`src/rtl/config_loader_if.sv`:
```
// ----------------------------------------------------------------------------
// config_loader_if
// Byte-stream handshake between a bitstream source and config_loader.
//   in_data  [7:0] : bitstream byte, MSB is shifted into the chain first
//   in_valid       : source has a byte on in_data
//   in_ready       : loader takes in_data on this rising clock edge
// A byte transfers on a rising edge where in_valid and in_ready are both 1.
// ----------------------------------------------------------------------------
interface config_loader_if;
   logic [7:0] in_data;
   logic       in_valid;
   logic       in_ready;

   // Byte source side
   modport master (
      output in_data,
      output in_valid,
      input  in_ready
   );

   // Loader side
   modport slave (
      input  in_data,
      input  in_valid,
      output in_ready
   );
endinterface

```
`src/rtl/config_loader.sv`:
```
// ----------------------------------------------------------------------------
// config_loader
// Takes a configuration bitstream as bytes and shifts it, bit by bit, into the
// fabric's serial configuration chain. A CRC-16-CCITT is computed over the
// bits actually shifted and compared against a two-byte trailer (high byte
// first). prog_en is held high for the whole load and dropped when the trailer
// has been checked, which returns the fabric to operation.
//
// Ports
//   clk       : system clock, rising edge
//   rst_n     : asynchronous active-low reset
//   start     : one-cycle pulse, begins a load (ignored while a load runs)
//   in_bus    : byte handshake (slave side of config_loader_if)
//   prog_in   : serial data to the chain head
//   prog_clk  : chain shift clock, idles low
//   prog_en   : high for the whole load
//   prog_out  : chain tail, sampled for a continuity observation only
//   busy      : load in progress
//   done      : sticky, last load passed the CRC check
//   error     : sticky, last load failed the CRC check
//   crc_out   : CRC over the shifted bits
// ----------------------------------------------------------------------------
module config_loader #(
   parameter int CHAIN_BITS = 25,
   parameter int HALF_PER   = 1,
   parameter int CNT_W      = 16
) (
   input  logic                 clk,
   input  logic                 rst_n,
   input  logic                 start,
   config_loader_if.slave       in_bus,
   output logic                 prog_in,
   output logic                 prog_clk,
   output logic                 prog_en,
   input  logic                 prog_out,
   output logic                 busy,
   output logic                 done,
   output logic                 error,
   output logic [15:0]          crc_out
);

   localparam logic [2:0] S_IDLE  = 3'd0;
   localparam logic [2:0] S_FETCH = 3'd1;
   localparam logic [2:0] S_LO    = 3'd2;
   localparam logic [2:0] S_HI    = 3'd3;
   localparam logic [2:0] S_CRCH  = 3'd4;
   localparam logic [2:0] S_CRCL  = 3'd5;
   localparam logic [2:0] S_CHECK = 3'd6;

   localparam int              HW        = (HALF_PER > 1) ? $clog2(HALF_PER) : 1;
   localparam logic [HW-1:0]   HALF_LAST = HW'(HALF_PER - 1);
   localparam logic [CNT_W-1:0] CHAIN_C  = CNT_W'(CHAIN_BITS);

   // One serial step of CRC-16-CCITT (poly 0x1021), MSB first, unreflected.
   function automatic logic [15:0] crc_step(input logic [15:0] c, input logic b);
      logic fb;
      fb = c[15] ^ b;
      crc_step = {c[14:0], 1'b0} ^ (fb ? 16'h1021 : 16'h0000);
   endfunction

   logic [2:0]       state_q, state_d;
   logic [CNT_W-1:0] cnt_q, cnt_d;
   logic [15:0]      crc_q, crc_d;
   logic [7:0]       sr_q, sr_d;
   logic [3:0]       bits_q, bits_d;
   logic [HW-1:0]    half_q, half_d;
   logic [7:0]       trl_q, trl_d;
   logic             prog_in_q, prog_in_d;
   logic             prog_clk_q, prog_clk_d;
   logic             prog_en_q, prog_en_d;
   logic             busy_q, busy_d;
   logic             done_q, done_d;
   logic             error_q, error_d;
   logic             loaded_q, loaded_d;
   logic             pout_q;
   logic             tog_q, tog_d;

   logic             in_ready_w;
   logic             xfer;
   logic [CNT_W-1:0] rem;
   logic [3:0]       bits_first;
   logic             cont_unused;

   assign in_ready_w      = (state_q == S_FETCH) || (state_q == S_CRCH) || (state_q == S_CRCL);
   assign in_bus.in_ready = in_ready_w;
   assign xfer            = in_bus.in_valid && in_ready_w;

   // Bits still owed to the chain; the last byte may be only partly used.
   assign rem        = CHAIN_C - cnt_q;
   assign bits_first = (32'(rem) >= 8) ? 4'd8 : 4'(rem);

   // Chain continuity is observed only; a silent prog_out has no consequence.
   assign cont_unused = tog_q;

   always_comb begin
      state_d    = state_q;
      cnt_d      = cnt_q;
      crc_d      = crc_q;
      sr_d       = sr_q;
      bits_d     = bits_q;
      half_d     = half_q;
      trl_d      = trl_q;
      prog_in_d  = prog_in_q;
      prog_clk_d = prog_clk_q;
      prog_en_d  = prog_en_q;
      busy_d     = busy_q;
      done_d     = done_q;
      error_d    = error_q;
      loaded_d   = loaded_q;
      tog_d      = tog_q;

      if (busy_q && (prog_out ^ pout_q)) begin
         tog_d = 1'b1;
      end

      case (state_q)
         S_IDLE: begin
            if (start) begin
               done_d    = 1'b0;
               error_d   = 1'b0;
               crc_d     = 16'hFFFF;
               cnt_d     = '0;
               prog_en_d = 1'b1;
               busy_d    = 1'b1;
               loaded_d  = 1'b1;
               tog_d     = 1'b0;
               state_d   = S_FETCH;
            end
         end
         S_FETCH: begin
            if (xfer) begin
               sr_d      = in_bus.in_data;
               bits_d    = bits_first;
               prog_in_d = in_bus.in_data[7];
               half_d    = '0;
               state_d   = S_LO;
            end
         end
         S_LO: begin
            if (half_q == HALF_LAST) begin
               // Rising edge of prog_clk: the bit on prog_in is committed.
               half_d     = '0;
               prog_clk_d = 1'b1;
               crc_d      = crc_step(crc_q, sr_q[7]);
               cnt_d      = cnt_q + CNT_W'(1);
               sr_d       = {sr_q[6:0], 1'b0};
               bits_d     = bits_q - 4'd1;
               state_d    = S_HI;
            end else begin
               half_d = half_q + HW'(1);
            end
         end
         S_HI: begin
            if (half_q == HALF_LAST) begin
               // prog_in may only move together with the falling edge.
               half_d     = '0;
               prog_clk_d = 1'b0;
               if (cnt_q == CHAIN_C) begin
                  state_d = S_CRCH;
               end else if (bits_q == 4'd0) begin
                  state_d = S_FETCH;
               end else begin
                  prog_in_d = sr_q[7];
                  state_d   = S_LO;
               end
            end else begin
               half_d = half_q + HW'(1);
            end
         end
         S_CRCH: begin
            if (xfer) begin
               trl_d   = in_bus.in_data;
               state_d = S_CRCL;
            end
         end
         S_CRCL: begin
            // Verdict is registered here so it is visible during CHECK.
            if (xfer) begin
               if ({trl_q, in_bus.in_data} == crc_q) begin
                  done_d = 1'b1;
               end else begin
                  error_d = 1'b1;
               end
               prog_en_d  = 1'b0;
               busy_d     = 1'b0;
               prog_clk_d = 1'b0;
               state_d    = S_CHECK;
            end
         end
         S_CHECK: begin
            state_d = S_IDLE;
         end
         default: begin
            state_d = S_IDLE;
         end
      endcase
   end

   always_ff @(posedge clk or negedge rst_n) begin
      if (!rst_n) begin
         state_q    <= S_IDLE;
         cnt_q      <= '0;
         crc_q      <= 16'hFFFF;
         sr_q       <= '0;
         bits_q     <= '0;
         half_q     <= '0;
         trl_q      <= '0;
         prog_in_q  <= 1'b0;
         prog_clk_q <= 1'b0;
         prog_en_q  <= 1'b0;
         busy_q     <= 1'b0;
         done_q     <= 1'b0;
         error_q    <= 1'b0;
         loaded_q   <= 1'b0;
         pout_q     <= 1'b0;
         tog_q      <= 1'b0;
      end else begin
         state_q    <= state_d;
         cnt_q      <= cnt_d;
         crc_q      <= crc_d;
         sr_q       <= sr_d;
         bits_q     <= bits_d;
         half_q     <= half_d;
         trl_q      <= trl_d;
         prog_in_q  <= prog_in_d;
         prog_clk_q <= prog_clk_d;
         prog_en_q  <= prog_en_d;
         busy_q     <= busy_d;
         done_q     <= done_d;
         error_q    <= error_d;
         loaded_q   <= loaded_d;
         pout_q     <= prog_out;
         tog_q      <= tog_d;
      end
   end

   assign prog_in  = prog_in_q;
   assign prog_clk = prog_clk_q;
   assign prog_en  = prog_en_q;
   assign busy     = busy_q;
   assign done     = done_q;
   assign error    = error_q;
   // The CRC register idles at FFFF; the port reads 0 until a load has begun.
   assign crc_out  = loaded_q ? crc_q : 16'h0000;

endmodule

```
`src/flat_wrapper.sv`:
```
// flat-port wrapper written by rule: the top's interface ports become plain ports
module config_loader_flat 
#(
   parameter int CHAIN_BITS = 25,
   parameter int HALF_PER   = 1,
   parameter int CNT_W      = 16
)
  (clk, rst_n, start, prog_in, prog_clk, prog_en, prog_out, busy, done, error, crc_out, in_bus_in_data, in_bus_in_valid, in_bus_in_ready);
  config_loader_if in_bus_i ();
  input  logic clk;
  input  logic rst_n;
  input  logic start;
  output logic prog_in;
  output logic prog_clk;
  output logic prog_en;
  input  logic prog_out;
  output logic busy;
  output logic done;
  output logic error;
  output logic [15:0] crc_out;
  input wire logic [$bits(in_bus_i.in_data)-1:0] in_bus_in_data;
  input wire logic [$bits(in_bus_i.in_valid)-1:0] in_bus_in_valid;
  output wire logic [$bits(in_bus_i.in_ready)-1:0] in_bus_in_ready;
  assign in_bus_i.in_data = in_bus_in_data;
  assign in_bus_i.in_valid = in_bus_in_valid;
  assign in_bus_in_ready = in_bus_i.in_ready;
  config_loader #(.CHAIN_BITS(CHAIN_BITS), .HALF_PER(HALF_PER), .CNT_W(CNT_W)) u_core (.clk(clk), .rst_n(rst_n), .start(start), .in_bus(in_bus_i), .prog_in(prog_in), .prog_clk(prog_clk), .prog_en(prog_en), .prog_out(prog_out), .busy(busy), .done(done), .error(error), .crc_out(crc_out));
endmodule
```
`config.mk`:
```
export PLATFORM = sky130hd
export DESIGN_NAME = config_loader_flat
export DESIGN_NICKNAME = d
export VERILOG_FILES = /design/src/rtl/config_loader_if.sv /design/src/rtl/config_loader.sv /design/src/flat_wrapper.sv
export SDC_FILE = /design/constraint.sdc
export NUM_CORES = 1
export LEC_CHECK = 0
export CORE_ASPECT_RATIO = 1.25
export CORE_MARGIN = 2
export CORE_UTILIZATION = 39
export DETAILED_ROUTE_END_ITERATION = 12
export SLEW_MARGIN = 20
export SYNTH_ARGS = -nofsm -noshare
export SYNTH_HDL_FRONTEND = slang
export SYNTH_SLANG_ARGS = --single-unit
```
`constraint.sdc`:
```
create_clock -name clk -period 3.22 [get_ports clk]
set_input_delay 0.644 -clock clk [delete_from_list [all_inputs] [get_ports clk]]
set_output_delay 0.644 -clock clk [all_outputs]
set_load 0.02 [all_outputs]
```
==> results of run 1 <==
==> worst max-delay path by stage <==
stage / end / cells past startpoint / start
2_1_floorplan: u_core.bits_q[0] / 8 / u_core.cnt_q[1]
3_3_place_gp: u_core.bits_q[1] / 8 / u_core.cnt_q[1]
3_5_place_dp: u_core.bits_q[0] / 8 / u_core.cnt_q[1]
4_1_cts: u_core.bits_q[0] / 8 / u_core.cnt_q[1]
5_1_grt: u_core.bits_q[1] / 8 / u_core.cnt_q[1]
6_report: u_core.bits_q[0] / 8 / u_core.cnt_q[1]
==> kinds of logic after synthesis <==
kind of cell,share of synthesized area [%]
AOI/OAI and AO/OA,17.3
xor gates and xnor gates,6.74
adders and majority gates,1.48
buffers and inverters,3.78
DFF,45.8
muxes,2.96
and+or+nand+nor,22.0
==> registers in the layout (all words and copies together), names as in the netlist <==
signal	count
u_core.prog_en	1
u_core.sr_q	8
u_core.crc_q	16
u_core.trl_q	8
u_core.prog_clk	1
u_core.cnt_q	16
u_core.loaded_q	1
u_core.error	1
u_core.prog_in	1
u_core.state_q	3
u_core.done	1
u_core.bits_q	4
==> power groups by stage <==
stage | clock network, uW | logic (uW) | registers [uW]
2_1_floorplan | 0 | 1290 | 1260
3_3_place_gp | 0 | 1780 | 1380
3_5_place_dp | 0 | 1810 | 1380
4_1_cts | 785 | 1820 | 1370
5_1_grt | 822 | 1990 | 1410
6_report | 772 | 1800 | 1380
==> per-layer routing <==
layer | global-route usage (%) | up-vias | wire length [um]
met1 | 24.3 | 1391 | 3710
met3 | 3.28 | 9 | 177
met5 | 0 | - | 0
met2 | 30.8 | 39 | 4250
li1 | - | 1325 | -
met4 | 6.81 | 0 | 102
==> cell usage in the layout (no fill, tap or decap), types with 5 or more instances in the layout <==
cell / n
a21oi_1: 8
o22ai_1: 7
nand2_1: 29
nand3_1: 8
dfstp_2: 16
xnor2_1: 19
and2_1: 18
dfrtp_1: 45
mux2_2: 8
inv_1: 7
clkbuf_8: 10
nor2_1: 35
nor3_1: 8
o21ai_0: 30
nand4_1: 12
xor2_1: 7
buf_4: 7
a31oi_1: 5
clkdlybuf4s50_1: 33
o22a_1: 15
==> cell usage after synthesis (2+ instances only) <==
library cell and number:
dfrtp_1 45, nor2_1 35, o21ai_0 30, nand2_1 29
xnor2_1 19, and2_1 18, clkbuf_1 16, dfstp_2 16
o22a_1 15, nand4_1 12, a21oi_1 8, mux2_2 8
nand3_1 8, nor3_1 8, inv_1 7, o22ai_1 7
xor2_1 7, a31oi_1 5, and3_1 4, ha_1 4
or3_1 4, a41oi_1 3, buf_2 3, o211a_1 3
o21ai_1 3, a211o_1 2, a22o_1 2, nand4b_1 2
nor3b_1 2, nor4b_1 2, o21a_1 2, o31ai_1 2
o31ai_2 2
==> stage by stage <==
step	instances	total power [uW]	hold WS (ns)
detailed placement	469	3190	0.492
finish	485	3950	0.257
floorplan	353	2550	0.348
global placement	469	3150	0.482
global route	485	4220	0.288
CTS	485	3970	0.264
==> layout make-up <==
type                            count  area share [%]
Timing Repair Buffer               41            9.66
Inverter                            8           0.748
Multi-Input combinational cell    262            42.5
Clock buffer                       10            3.43
Sequential cell                    61            38.5
Clock inverter                      6            2.15
Tap cell                           97            3.02
==> impl_metrics.json, run 1 <==
{
  "status": "finished, final reports clean",
  "grt_pass1_vias": 2624,
  "rows": 37,
  "vias": 2764,
  "cp.required_ns": 3.46,
  "final_area_um2": 4010,
  "start_kind": "flop",
  "cts_buffer_depth": 2,
  "p_seq_share_pct": 34.8,
  "antenna_found_initial": 0,
  "dr.first_iter.drc_count": 133,
  "grt_max_degree": 26,
  "cp_max_fo": 6,
  "groute.usage.overall_pct": 18.6,
  "post-route-min-period_ns": 2.63,
  "syn-num-nets": 370,
  "yosys.area.top_type": "dfrtp_1",
  "worstPathArrival_ns": 2.87,
  "initial_core_util_pct": 40.5,
  "layout-drive-gt1-share_pct": 14.7,
  "postSynthCellCount": 353,
  "hold_class": "in2async",
  "grt_pass1_wl_mm": 13.6,
  "slowest_stage": "or4b_4",
  "cts_tree": "built",
  "drt_pass1_iterations": 4,
  "fin_skew_ns": 0.00752,
  "io_pins": 36,
  "root_buffer": "clkbuf_8",
  "place.port_buffers": 34,
  "slowest_delay_ns": 0.57,
  "cp-end-kind": "flop",
  "place_worst_setup_slack_ns": 0.609,
  "dpl_cell_area_um2": 3790,
  "ys_warn_count": 0,
  "dieArea_um2": 9430,
  "hold_viol_final": 0,
  "ys_ff_latch": 61,
  "swShare_pct": 40.1,
  "fp.dieW_um": 87.2,
  "area_growth_pct": 18.8,
  "power_frac_clock_pct": 19.5,
  "synth_edf_count": 0,
  "gp_congestion": 0.831,
  "routed_wl_mm": 8.24,
  "hpwl_mm": 5.83,
  "power_density_nw_per_um2": 984,
  "slew_headroom_pct": 53.4,
  "finalSetupViolCount": 0,
  "setup_tns_ns": 0,
  "viasPerCell": 5.70,
  "n_antenna_cell": 0,
  "yosys-top-cells-area": "dfrtp_1 33%, dfstp_2 12%, xnor2_1 4.9%, o21ai_0 4.4%, nor2_1 3.9%",
  "fillers": 802,
  "path_cells": "inv_1 > ha_1 > nand3b_4 > a31oi_1 > a41oi_1 > or4_1 > or4b_4 > o31ai_2",
  "ys_types": 53,
  "p_int_uw": 2370,
  "comb_power_share_pct": 45.6,
  "die_h_um": 108,
  "ctsHoldBuffers": 0,
  "worstReg2RegEnd": "u_core.bits_q[0]",
  "crit_buf_inv": 1,
  "reg2reg_from": "u_core.cnt_q[1]",
  "nNetsFinal": 400,
  "timing.final.ws_setup_ns": 0.590,
  "final.period_utilization_pct": 81.7,
  "fin_util_pct": 48.2,
  "finalMaxSlewViolations": 0,
  "seqCellArea_um2": 1550,
  "core_um2": 8330,
  "clkTransAtPathRegs_ns": 0.07,
  "syn_area_um2": 3380,
  "cap_violations": 0,
  "cts_setup_buffers": 0,
  "ys.flop_type": "dfrtp_1",
  "yosys.area.top_type_share_pct": 33.3,
  "cts.sinks": 61,
  "cts_resized": 0,
  "remaining_drc_errors": 0,
  "synth_area_per_cell_um2": 9.57,
  "clk_latency_ns": 0.34,
  "critical_path_class": "reg2reg",
  "wire_per_inst_um": 17.0,
  "worst_pin_slew_ns": 0.697,
  "cts_buffers": 9,
  "multi_input_area_um2": 1700,
  "rsz0062_at_grt": "false",
  "cp_top_family": "simple AND/OR/NAND/NOR gates",
  "ys_seq_area_share_pct": 45.8,
  "reg2regPathDepth": 8,
  "antenna_left": 0,
  "p_switching_uw": 1580,
  "reg2reg_slack_ns": 0.59,
  "fmax_mhz": 380,
  "ir_drop_mv": 0.504,
  "cellLeakagePower_uw": 0.00166,
  "synthArstFlopShare_pct": 100,
  "overflow": 0,
  "cts-htree-levels": 3
}
Note: power is estimated with default switching activity, not from simulation.
==> inputs of run 2 (changes only) <==
- clock period: 3.22 -> 2.44 ns (I/O delays scaled with it)
==> run 2 against run 1 <==
Cell count up 4.1%. Critical path depth down 2. Die area unchanged. Clock skew up 0.0024 ns. Utilization up 2.1 points. Non-clock buffer count up 20. Critical path type unchanged. Critical endpoint is now u_core.bits_q[1].
==> impl_metrics.json, run 2 (same netlist as run 1, synthesis figures left out) <==
{
  "status": "finished, final reports clean",
  "worstReg2RegEnd": "u_core.bits_q[1]",
  "rows": 37,
  "multi_input_area_um2": 1720,
  "root_buffer": "clkbuf_8",
  "initial_core_util_pct": 40.5,
  "final_cell_mix": "42 x dfrtp_1, 35 x nor2_1, 33 x clkdlybuf4s50_1",
  "cellLeakagePower_uw": 0.00176,
  "overflow": 0,
  "power_density_nw_per_um2": 1270,
  "area_growth_pct": 24.0,
  "dpl_cell_area_um2": 3930,
  "cts.sinks": 61,
  "ctsHoldBuffers": 0,
  "instances_no_fill": 505,
  "ir_drop_mv": 0.771,
  "crit_end": "u_core.bits_q[1]",
  "clk_latency_ns": 0.34,
  "finalMaxSlewViolations": 0,
  "setup_tns_ns": 0,
  "cts-htree-levels": 3,
  "layout-drive-gt1-share_pct": 20.3,
  "groute.usage.overall_pct": 19.2,
  "die_h_um": 108,
  "cp.required_ns": 2.69,
  "dr.first_iter.drc_count": 156,
  "remaining_drc_errors": 0,
  "worstPathArrival_ns": 2.59,
  "vias": 2825,
  "clkTransAtPathRegs_ns": 0.08,
  "core_um2": 8330,
  "wire_per_inst_um": 16.7,
  "post-route-min-period_ns": 2.34,
  "routed_wl_mm": 8.42,
  "reg2regPathDepth": 6,
  "mostFrequentLayoutCell": "dfrtp_1",
  "cp-end-kind": "flop",
  "cts_tree": "built",
  "reg2reg_from": "u_core.cnt_q[3]",
  "final.period_utilization_pct": 96.1,
  "seqCellArea_um2": 1550,
  "reg.largest.list": "u_core.cnt_q: 16 flops, u_core.crc_q: 16 flops",
  "hold_class": "in2async",
  "fp.dieW_um": 87.2,
  "dieArea_um2": 9430,
  "fmax_mhz": 427,
  "cp_max_fo": 8,
  "finalSetupViolCount": 0,
  "finalPower_uw": 5320,
  "cts_buffer_depth": 2,
  "startpoint": "u_core.cnt_q[3]",
  "critical_path_class": "reg2reg",
  "antenna_left": 0,
  "antenna_found_initial": 0,
  "io_pins": 36,
  "grt_pass1_wl_mm": 14.0,
  "place.port_buffers": 34,
  "viasPerCell": 5.59,
  "grt_pass1_vias": 2820,
  "fin_skew_ns": 0.00995,
  "grt_max_degree": 62,
  "gp_congestion": 0.851,
  "fillers": 804,
  "cts_buffers": 9,
  "worst_pin_slew_ns": 0.408,
  "drt_pass1_iterations": 4,
  "start_kind": "flop",
  "hold_viol_final": 0,
  "n_antenna_cell": 0,
  "nNetsFinal": 420,
  "final_area_um2": 4190,
  "hpwl_mm": 5.89,
  "placed_cells": 486,
  "cap_violations": 0,
  "slew_headroom_pct": 72.8,
  "reg2reg_slack_ns": 0.1
}
[run 2: changes by cell type in the layout (fill, tap and decap cells not counted)]
cell	before	now
clkinv_4	1	2
ha_1	4	3
clkbuf_8	10	9
nor3_1	8	7
inv_2	1	3
inv_1	7	5
dfrtp_1	45	42
clkbuf_1	0	1
dfrtp_2	0	3
ha_4	0	1
buf_4	7	26
clkinvlp_4	1	0
buf_12	0	1
nor3_2	0	1
[run 2: area by class of cell]
cell class,count,area share [%]
tap,97,2.90
clock buffer,10,3.05
clock inverter,6,2.09
sequential,61,37.0
inverter,8,0.717
multi-input combinational,262,41.1
timing repair buffer,61,13.1
[run 2: where the power goes]
| group | leakage [uW] | internal, uW | switching [uW] | total (uW) |
|---|---|---|---|---|
| registers | 0.000727 | 1400 | 374 | 1780 |
| clock network | 0.000110 | 576 | 422 | 998 |
| logic | 0.000927 | 1210 | 1340 | 2550 |
[run 2: how the worst min path moves through the flow]
stage | startpoint | end | slack, ns | cells after the start
after global routing | rst_n | u_core.sr_q[6] | 0.15 | 2
after CTS | rst_n | u_core.sr_q[6] | 0.15 | 2
after detailed placement | u_core.error | u_core.error | 0.48 | 1
after global placement | u_core.error | u_core.error | 0.48 | 1
final | rst_n | u_core.sr_q[6] | 0.14 | 2
after floorplan | rst_n | u_core.bits_q[0] | 0.19 | 0
[run 2: layer usage]
layer  vias to the layer above  share of wire, %  global-route usage, %
met5                         -                 0                      0
met4                         0               2.1                   8.02
met3                        13               3.3                   3.82
met2                        53                50                   32.1
met1                      1392                44                   24.0
li1                       1367                 -                      -
[run 2: per-stage QoR]
stage	utilization (%)	hold slack [ns]	setup slack (ns)
2_1_floorplan	-	0.192	0.0346
3_3_place_gp	47.2	0.482	0.0658
3_5_place_dp	47.2	0.484	0.00803
4_1_cts	49.7	0.152	0.0118
5_1_grt	50.3	0.154	-0.00466
6_report	50.3	0.137	0.0954
[run 2: what timing repair did]
action                                  CTS  global route
endpoints found under the hold margin     0             0
gates resized for setup                   0             8
endpoints found under the setup margin    1             4
pin swaps                                 2             4
buffers inserted                          0             3
[run 2: critical path, stage by stage (launching register included)]
cell and delay, ns:
dfrtp_1 0.48, inv_1 0.09, a21oi_1 0.10, or3_1 0.31, or4_1 0.52, or4b_4 0.57
o31ai_2 0.19
